[src/rtl/vga_sync_if.sv]
// Raster timing bundle from vga_sync_gen to the renderer: counters, active-video
// qualifier, active-low syncs and line/frame strobes.
interface vga_sync_if;
    logic [9:0] CounterX;
    logic [8:0] CounterY;
    logic       inDisplayArea;
    logic       vga_h_sync;
    logic       vga_v_sync;
    logic       line_start;
    logic       frame_start;

    modport master (
        output CounterX, CounterY, inDisplayArea,
        output vga_h_sync, vga_v_sync, line_start, frame_start
    );

    modport slave (
        input CounterX, CounterY, inDisplayArea,
        input vga_h_sync, vga_v_sync, line_start, frame_start
    );
endinterface

[src/rtl/vga_sync_gen.sv]
// VGA raster timing generator: registered counters, syncs and strobes.
// Optional VGA_SYNC_GEN_PIXDIV2_EN steps pixels on every second clk (clk/2 pixel rate).
module vga_sync_gen #(
    parameter int H_ACTIVE = 640,
    parameter int H_FP     = 16,
    parameter int H_SYNC   = 96,
    parameter int H_BP     = 48,
    parameter int V_ACTIVE = 480,
    parameter int V_FP     = 10,
    parameter int V_SYNC   = 2,
    parameter int V_BP     = 20
) (
    input  logic       clk,
    input  logic       rst_n,
    vga_sync_if.master vga
);

    localparam int H_TOTAL = H_ACTIVE + H_FP + H_SYNC + H_BP;
    localparam int V_TOTAL = V_ACTIVE + V_FP + V_SYNC + V_BP;

    if ((H_TOTAL > 1024) || (H_TOTAL < 1)) begin : g_bad_h_total
        $error("vga_sync_gen: H_TOTAL must be 1..1024");
    end
    if ((V_TOTAL > 512) || (V_TOTAL < 1)) begin : g_bad_v_total
        $error("vga_sync_gen: V_TOTAL must be 1..512");
    end

    localparam logic [9:0]  H_LAST   = 10'(H_TOTAL - 1);
    localparam logic [8:0]  V_LAST   = 9'(V_TOTAL - 1);
    // Compare bounds one bit wider so an edge that lands exactly on 1024/512 is not truncated.
    localparam logic [10:0] H_ACT_W  = 11'(H_ACTIVE);
    localparam logic [10:0] HS_BEG_W = 11'(H_ACTIVE + H_FP);
    localparam logic [10:0] HS_END_W = 11'(H_ACTIVE + H_FP + H_SYNC);
    localparam logic [9:0]  V_ACT_W  = 10'(V_ACTIVE);
    localparam logic [9:0]  VS_BEG_W = 10'(V_ACTIVE + V_FP);
    localparam logic [9:0]  VS_END_W = 10'(V_ACTIVE + V_FP + V_SYNC);

    logic       stepEn_s;
    logic [9:0] nextX_s;
    logic [8:0] nextY_s;
    logic       nextDisp_s;
    logic       nextHs_s;
    logic       nextVs_s;
    logic       nextLs_s;
    logic       nextFs_s;

`ifdef VGA_SYNC_GEN_PIXDIV2_EN
    logic phase_r;

    // Pixel phase: a step happens on clks where the phase is 1.
    always_ff @(posedge clk or negedge rst_n) begin
        if (!rst_n) begin
            phase_r <= 1'b0;
        end else begin
            phase_r <= ~phase_r;
        end
    end

    assign stepEn_s = phase_r;
`else
    assign stepEn_s = 1'b1;
`endif

    // Next raster position and every output derived from that same position.
    always_comb begin
        nextX_s = vga.CounterX;
        nextY_s = vga.CounterY;
        if (stepEn_s) begin
            if (vga.CounterX == H_LAST) begin
                nextX_s = 10'd0;
                if (vga.CounterY == V_LAST) begin
                    nextY_s = 9'd0;
                end else begin
                    nextY_s = vga.CounterY + 9'd1;
                end
            end else begin
                nextX_s = vga.CounterX + 10'd1;
            end
        end else begin
            nextX_s = vga.CounterX;
        end
        nextDisp_s = ({1'b0, nextX_s} < H_ACT_W) && ({1'b0, nextY_s} < V_ACT_W);
        nextHs_s   = ~(({1'b0, nextX_s} >= HS_BEG_W) && ({1'b0, nextX_s} < HS_END_W));
        nextVs_s   = ~(({1'b0, nextY_s} >= VS_BEG_W) && ({1'b0, nextY_s} < VS_END_W));
        nextLs_s   = stepEn_s && (nextX_s == 10'd0);
        nextFs_s   = nextLs_s && (nextY_s == 9'd0);
    end

    // Output register: counters and derived signals update together.
    always_ff @(posedge clk or negedge rst_n) begin
        if (!rst_n) begin
            vga.CounterX      <= H_LAST;
            vga.CounterY      <= V_LAST;
            vga.inDisplayArea <= 1'b0;
            vga.vga_h_sync    <= 1'b1;
            vga.vga_v_sync    <= 1'b1;
            vga.line_start    <= 1'b0;
            vga.frame_start   <= 1'b0;
        end else begin
            vga.CounterX      <= nextX_s;
            vga.CounterY      <= nextY_s;
            vga.inDisplayArea <= nextDisp_s;
            vga.vga_h_sync    <= nextHs_s;
            vga.vga_v_sync    <= nextVs_s;
            vga.line_start    <= nextLs_s;
            vga.frame_start   <= nextFs_s;
        end
    end

endmodule

[src/flat_wrapper.sv]
// flat-port wrapper written by rule: the top's interface ports become plain ports
module vga_sync_gen_flat 
#(
    parameter int H_ACTIVE = 640,
    parameter int H_FP     = 16,
    parameter int H_SYNC   = 96,
    parameter int H_BP     = 48,
    parameter int V_ACTIVE = 480,
    parameter int V_FP     = 10,
    parameter int V_SYNC   = 2,
    parameter int V_BP     = 20
)
  (clk, rst_n, vga_CounterX, vga_CounterY, vga_inDisplayArea, vga_vga_h_sync, vga_vga_v_sync, vga_line_start, vga_frame_start);
  vga_sync_if vga_i ();
  input  logic clk;
  input  logic rst_n;
  output wire logic [$bits(vga_i.CounterX)-1:0] vga_CounterX;
  output wire logic [$bits(vga_i.CounterY)-1:0] vga_CounterY;
  output wire logic [$bits(vga_i.inDisplayArea)-1:0] vga_inDisplayArea;
  output wire logic [$bits(vga_i.vga_h_sync)-1:0] vga_vga_h_sync;
  output wire logic [$bits(vga_i.vga_v_sync)-1:0] vga_vga_v_sync;
  output wire logic [$bits(vga_i.line_start)-1:0] vga_line_start;
  output wire logic [$bits(vga_i.frame_start)-1:0] vga_frame_start;
  assign vga_CounterX = vga_i.CounterX;
  assign vga_CounterY = vga_i.CounterY;
  assign vga_inDisplayArea = vga_i.inDisplayArea;
  assign vga_vga_h_sync = vga_i.vga_h_sync;
  assign vga_vga_v_sync = vga_i.vga_v_sync;
  assign vga_line_start = vga_i.line_start;
  assign vga_frame_start = vga_i.frame_start;
  vga_sync_gen #(.H_ACTIVE(H_ACTIVE), .H_FP(H_FP), .H_SYNC(H_SYNC), .H_BP(H_BP), .V_ACTIVE(V_ACTIVE), .V_FP(V_FP), .V_SYNC(V_SYNC), .V_BP(V_BP)) u_core (.clk(clk), .rst_n(rst_n), .vga(vga_i));
endmodule
[config.mk]
export PLATFORM = sky130hd
export DESIGN_NAME = vga_sync_gen_flat
export DESIGN_NICKNAME = d
export VERILOG_FILES = /design/src/rtl/vga_sync_if.sv /design/src/rtl/vga_sync_gen.sv /design/src/flat_wrapper.sv
export SDC_FILE = /design/constraint.sdc
export NUM_CORES = 1
export LEC_CHECK = 0
export ABC_AREA = 1
export CORE_MARGIN = 4
export CORE_UTILIZATION = 53
export CTS_BUF_LIST = sky130_fd_sc_hd__clkbuf_8
export DETAILED_ROUTE_END_ITERATION = 6
export GPL_TIMING_DRIVEN = 0
export PLACE_DENSITY_LB_ADDON = 0.2
export SYNTH_ARGS = -nofsm -noshare
export SYNTH_HDL_FRONTEND = slang
export SYNTH_SLANG_ARGS = --single-unit
[constraint.sdc]
create_clock -name clk -period 2.4 [get_ports clk]
set_clock_uncertainty 0.15 [all_clocks]
set_input_delay 0.36 -clock clk [delete_from_list [all_inputs] [get_ports clk]]
set_output_delay 0.36 -clock clk [all_outputs]
set_load 0.01 [all_outputs]
==> results by group <==
Global routing
  • GR peak layer: met2
  • Met2 usage: around 33%
  • Gr ovfl total: 0
  • Met1 Usage GRT: between 20% and 30%
  • Global-route wire length before repair: approximately 5.4 mm
  • Met3 usage: between 3 and 4%
  • Vias in the first global route: roughly 1200
  • Largest net degree at the start of global routing: 25
  • Global-route usage over all layers: between 10% and 20%
  • Initial antenna violation count: 0

STA
  • Normalized max-slew margin: between 30% and 40%
  • Setup TNS: 0 ns
  • Worst Tran Pin Value: a little over 1 ns
  • Fin. Hold Viols: 0
  • RSZ-0062 raised after global routing: false
  • Period utilization: 94.4%
  • Final setup fails: 0
  • Final Max Tran Viols: 0
  • Minimum clock period: 2.26 ns
  • Highest clock rate: between 0.4 and 0.5 GHz

Setup path
  • CP endpoint kind: register
  • Worst path required time: 2.46 ns
  • R2R depth: 14
  • Crit Reg-Reg Endpoint: u_core.vga.frame_start
  • Crit Path Max Fanout: 5
  • Type of origin of the critical path: register
  • CP arrival: 2.32 ns
  • R2R setup slack: approximately 0.14 ns
  • RR Startpoint: u_core.vga.CounterY[1]
  • Setup CP Type: register to register

Clock tree
  • Root buffer cell: clkbuf_8
  • Clock buffer depth: 2
  • CTS Buf Count: 3
  • Clk slew on worst S/H paths: ~0.090 ns
  • Worst-Skew Late Latency: 0.26 ns
  • CTS tree: done
  • Htree depth: 1
  • CTS sink count: 24

Hold path
  • Worst Hold Class: register to register
  • Hold Path Depth: 1
  • Hold Path End: u_core.vga.CounterX[0]
  • HP Start: u_core.vga.CounterX[0]

Route
  • Routed WL per cell: 12.9 um
  • Final WL: between 3 and 4 mm
  • Via density: a little over 5
  • ANT nets after route: 0
  • Total number of vias: 1275
  • Initial DRC count: 72
  • Detailed Routing Iterations Pass 1: 4
  • DR DRC count: 0

Yosys
  • Largest area contributor in the netlist: dfstp_2
  • Mean Syn Cell Area: 7.45 um2
  • Mapped Cells: approximately 190
  • Mapped Nets: around 190
  • Post-synth EDFFs: 0
  • FFs w/ async S/R, synth: 100%
  • Synth area leaders: dfstp_2, nand2_1, dfrtp_1, inv_1, nand3_1
  • Seq cells post-synth: 24
  • Ys flop type: dfstp_2
  • Post-synthesis sequential area ratio: around 45%
  • Post-Syn Area: 0.00139 mm2
  • Library cells used by synthesis: 23
  • Synth top area share: between 30% and 40%
  • Ys Warns: 0

Die
  • Die area: roughly 0.0035 mm2
  • Starting Density: a little under three fifths
  • Die H: roughly 59 um
  • Die X: around 59 um
  • # rows: 18
  • Core Area: ~0.0025 mm2
  • IO Count: 26

Placement
  • Port Buffers: 25
  • Dpl hpwl: roughly 2.4 mm
  • Placed insts: around 240
  • GPL Wtd Cong: around 0.85

Power and ir drop
  • VDD IR max: around 310 uV
  • Power density over the cells: 434 mW/mm2
  • Switching share of power: 18.1%
  • Sequential fraction of design power: a little over half
  • Clock Power Share: 46.1%
  • P_leak: approximately 0.87 nW
  • Comb pwr share: under 10%
  • Internal Power: around 0.00063 W
  • Sw Pwr: 0.000140 W

Layout
  • Nets: 224
  • Fill cell count: 200
  • Final cell count without fillers: approximately 250
  • Number of diodes: 0
  • Layout cells sized above 1: between 20% and 30%
  • Most frequent cells in the layout: nand2_1, inv_1, clkdlybuf4s50_1, nor2_1, nand3_1
  • Most common cell after layout, fill and taps aside: nand2_1
  • Synthesis-to-finish area growth: 27.2%

Run
  • Max-cap violations: 0

Run status
  • Status: completed
what timing repair did:
action | 4_1_cts | 5_1_grt
setup buffers | 0 | 2
hold buffers | 0 | 0
setup endpoints to repair | 0 | 3
resized for setup | 0 | 3
power by group through the flow:
stage | clock (W) | combinational (W) | sequential, W
2_1_floorplan | 0 | 0.000000000478 | 0.000412
3_3_place_gp | 0 | 0.00000909 | 0.000412
3_5_place_dp | 0 | 0.00000959 | 0.000412
4_1_cts | 0.000362 | 0.00000959 | 0.000406
5_1_grt | 0.000380 | 0.0000103 | 0.000406
6_report | 0.000355 | 0.00000874 | 0.000406
per-layer routing:
metal	routed length (um)	vias to the layer above	share of wire (%)
met3	174	10	5.5
met1	1290	587	40
met4	89	0	2.8
met5	0	-	0
met2	1640	50	51
li1	-	628	-
final cells by class:
type,count,area [um2],area share [%]
repair buffers,27,265,15.0
flip-flops and latches,24,623,35.1
multi-input cells,127,633,35.7
inverters,35,131,7.41
clock buffers,3,41.3,2.33
well taps,30,37.5,2.12
plain buffers,1,11.3,0.635
clock inverters,1,30.0,1.69
synth_stat cells (3+ instances only):
cell type   n
dfrtp_1     6
nor2_1     22
inv_2       3
inv_1      30
nor2_4      3
nor3_1      3
dfstp_2    18
nand3_1    20
ha_1        3
nand2_1    58
nand2_2     3
o21ai_1     3
logic make-up after synthesis:
family,synth area share [%]
compound gates,2.69
xor+xnor,1.26
fa+ha+maj,2.69
buf+inv,10.2
flops,44.7
simple gates,38.4
critical path, stage by stage, from the launching register on:
cell	delay (ns)
dfstp_2	0.57
ha_2	0.20
nand2_1	0.08
nor2_1	0.13
nand3_1	0.10
nor2_1	0.11
ha_2	0.21
inv_2	0.07
nand2_1	0.06
nand2_1	0.08
nand2_2	0.10
nand2_1	0.06
nor2_1	0.10
nand3_1	0.09
nor2_1	0.09
flip-flops by register name (all words and copies together) (netlist names):
register	flops
u_core.vga.vga_h_sync	1
u_core.vga.vga_v_sync	1
u_core.vga.frame_start	1
u_core.vga.CounterX	10
u_core.vga.inDisplayArea	1
u_core.vga.line_start	1
u_core.vga.CounterY	9
stage by stage:
stage | util (%) | instance area [um2] | setup slack (ns) | power (W) | hold slack, ns
2_1_floorplan | - | 1390 | 0.366 | 0.000412 | -0.0856
3_3_place_gp | 67.3 | 1680 | 0.152 | 0.000421 | 0.357
3_5_place_dp | 67.3 | 1680 | 0.0947 | 0.000422 | 0.362
4_1_cts | 70.1 | 1750 | 0.0685 | 0.000778 | 0.384
5_1_grt | 70.9 | 1770 | 0.0160 | 0.000796 | 0.423
6_report | 70.9 | 1770 | 0.135 | 0.000770 | 0.378
how the worst max path moves through the flow:
stage / start / end / slack, ns / depth (start not counted)
6_report: u_core.vga.CounterY[1] / u_core.vga.frame_start / 0.14 / 14
5_1_grt: u_core.vga.CounterY[1] / u_core.vga.frame_start / 0.02 / 14
4_1_cts: u_core.vga.CounterY[0] / u_core.vga.frame_start / 0.07 / 14
3_5_place_dp: u_core.vga.CounterY[0] / u_core.vga.frame_start / 0.09 / 14
3_3_place_gp: u_core.vga.CounterY[0] / u_core.vga.frame_start / 0.15 / 14
2_1_floorplan: u_core.vga.CounterY[0] / u_core.vga.frame_start / 0.37 / 14
No activity file was read; power rests on OpenSTA's default activity.
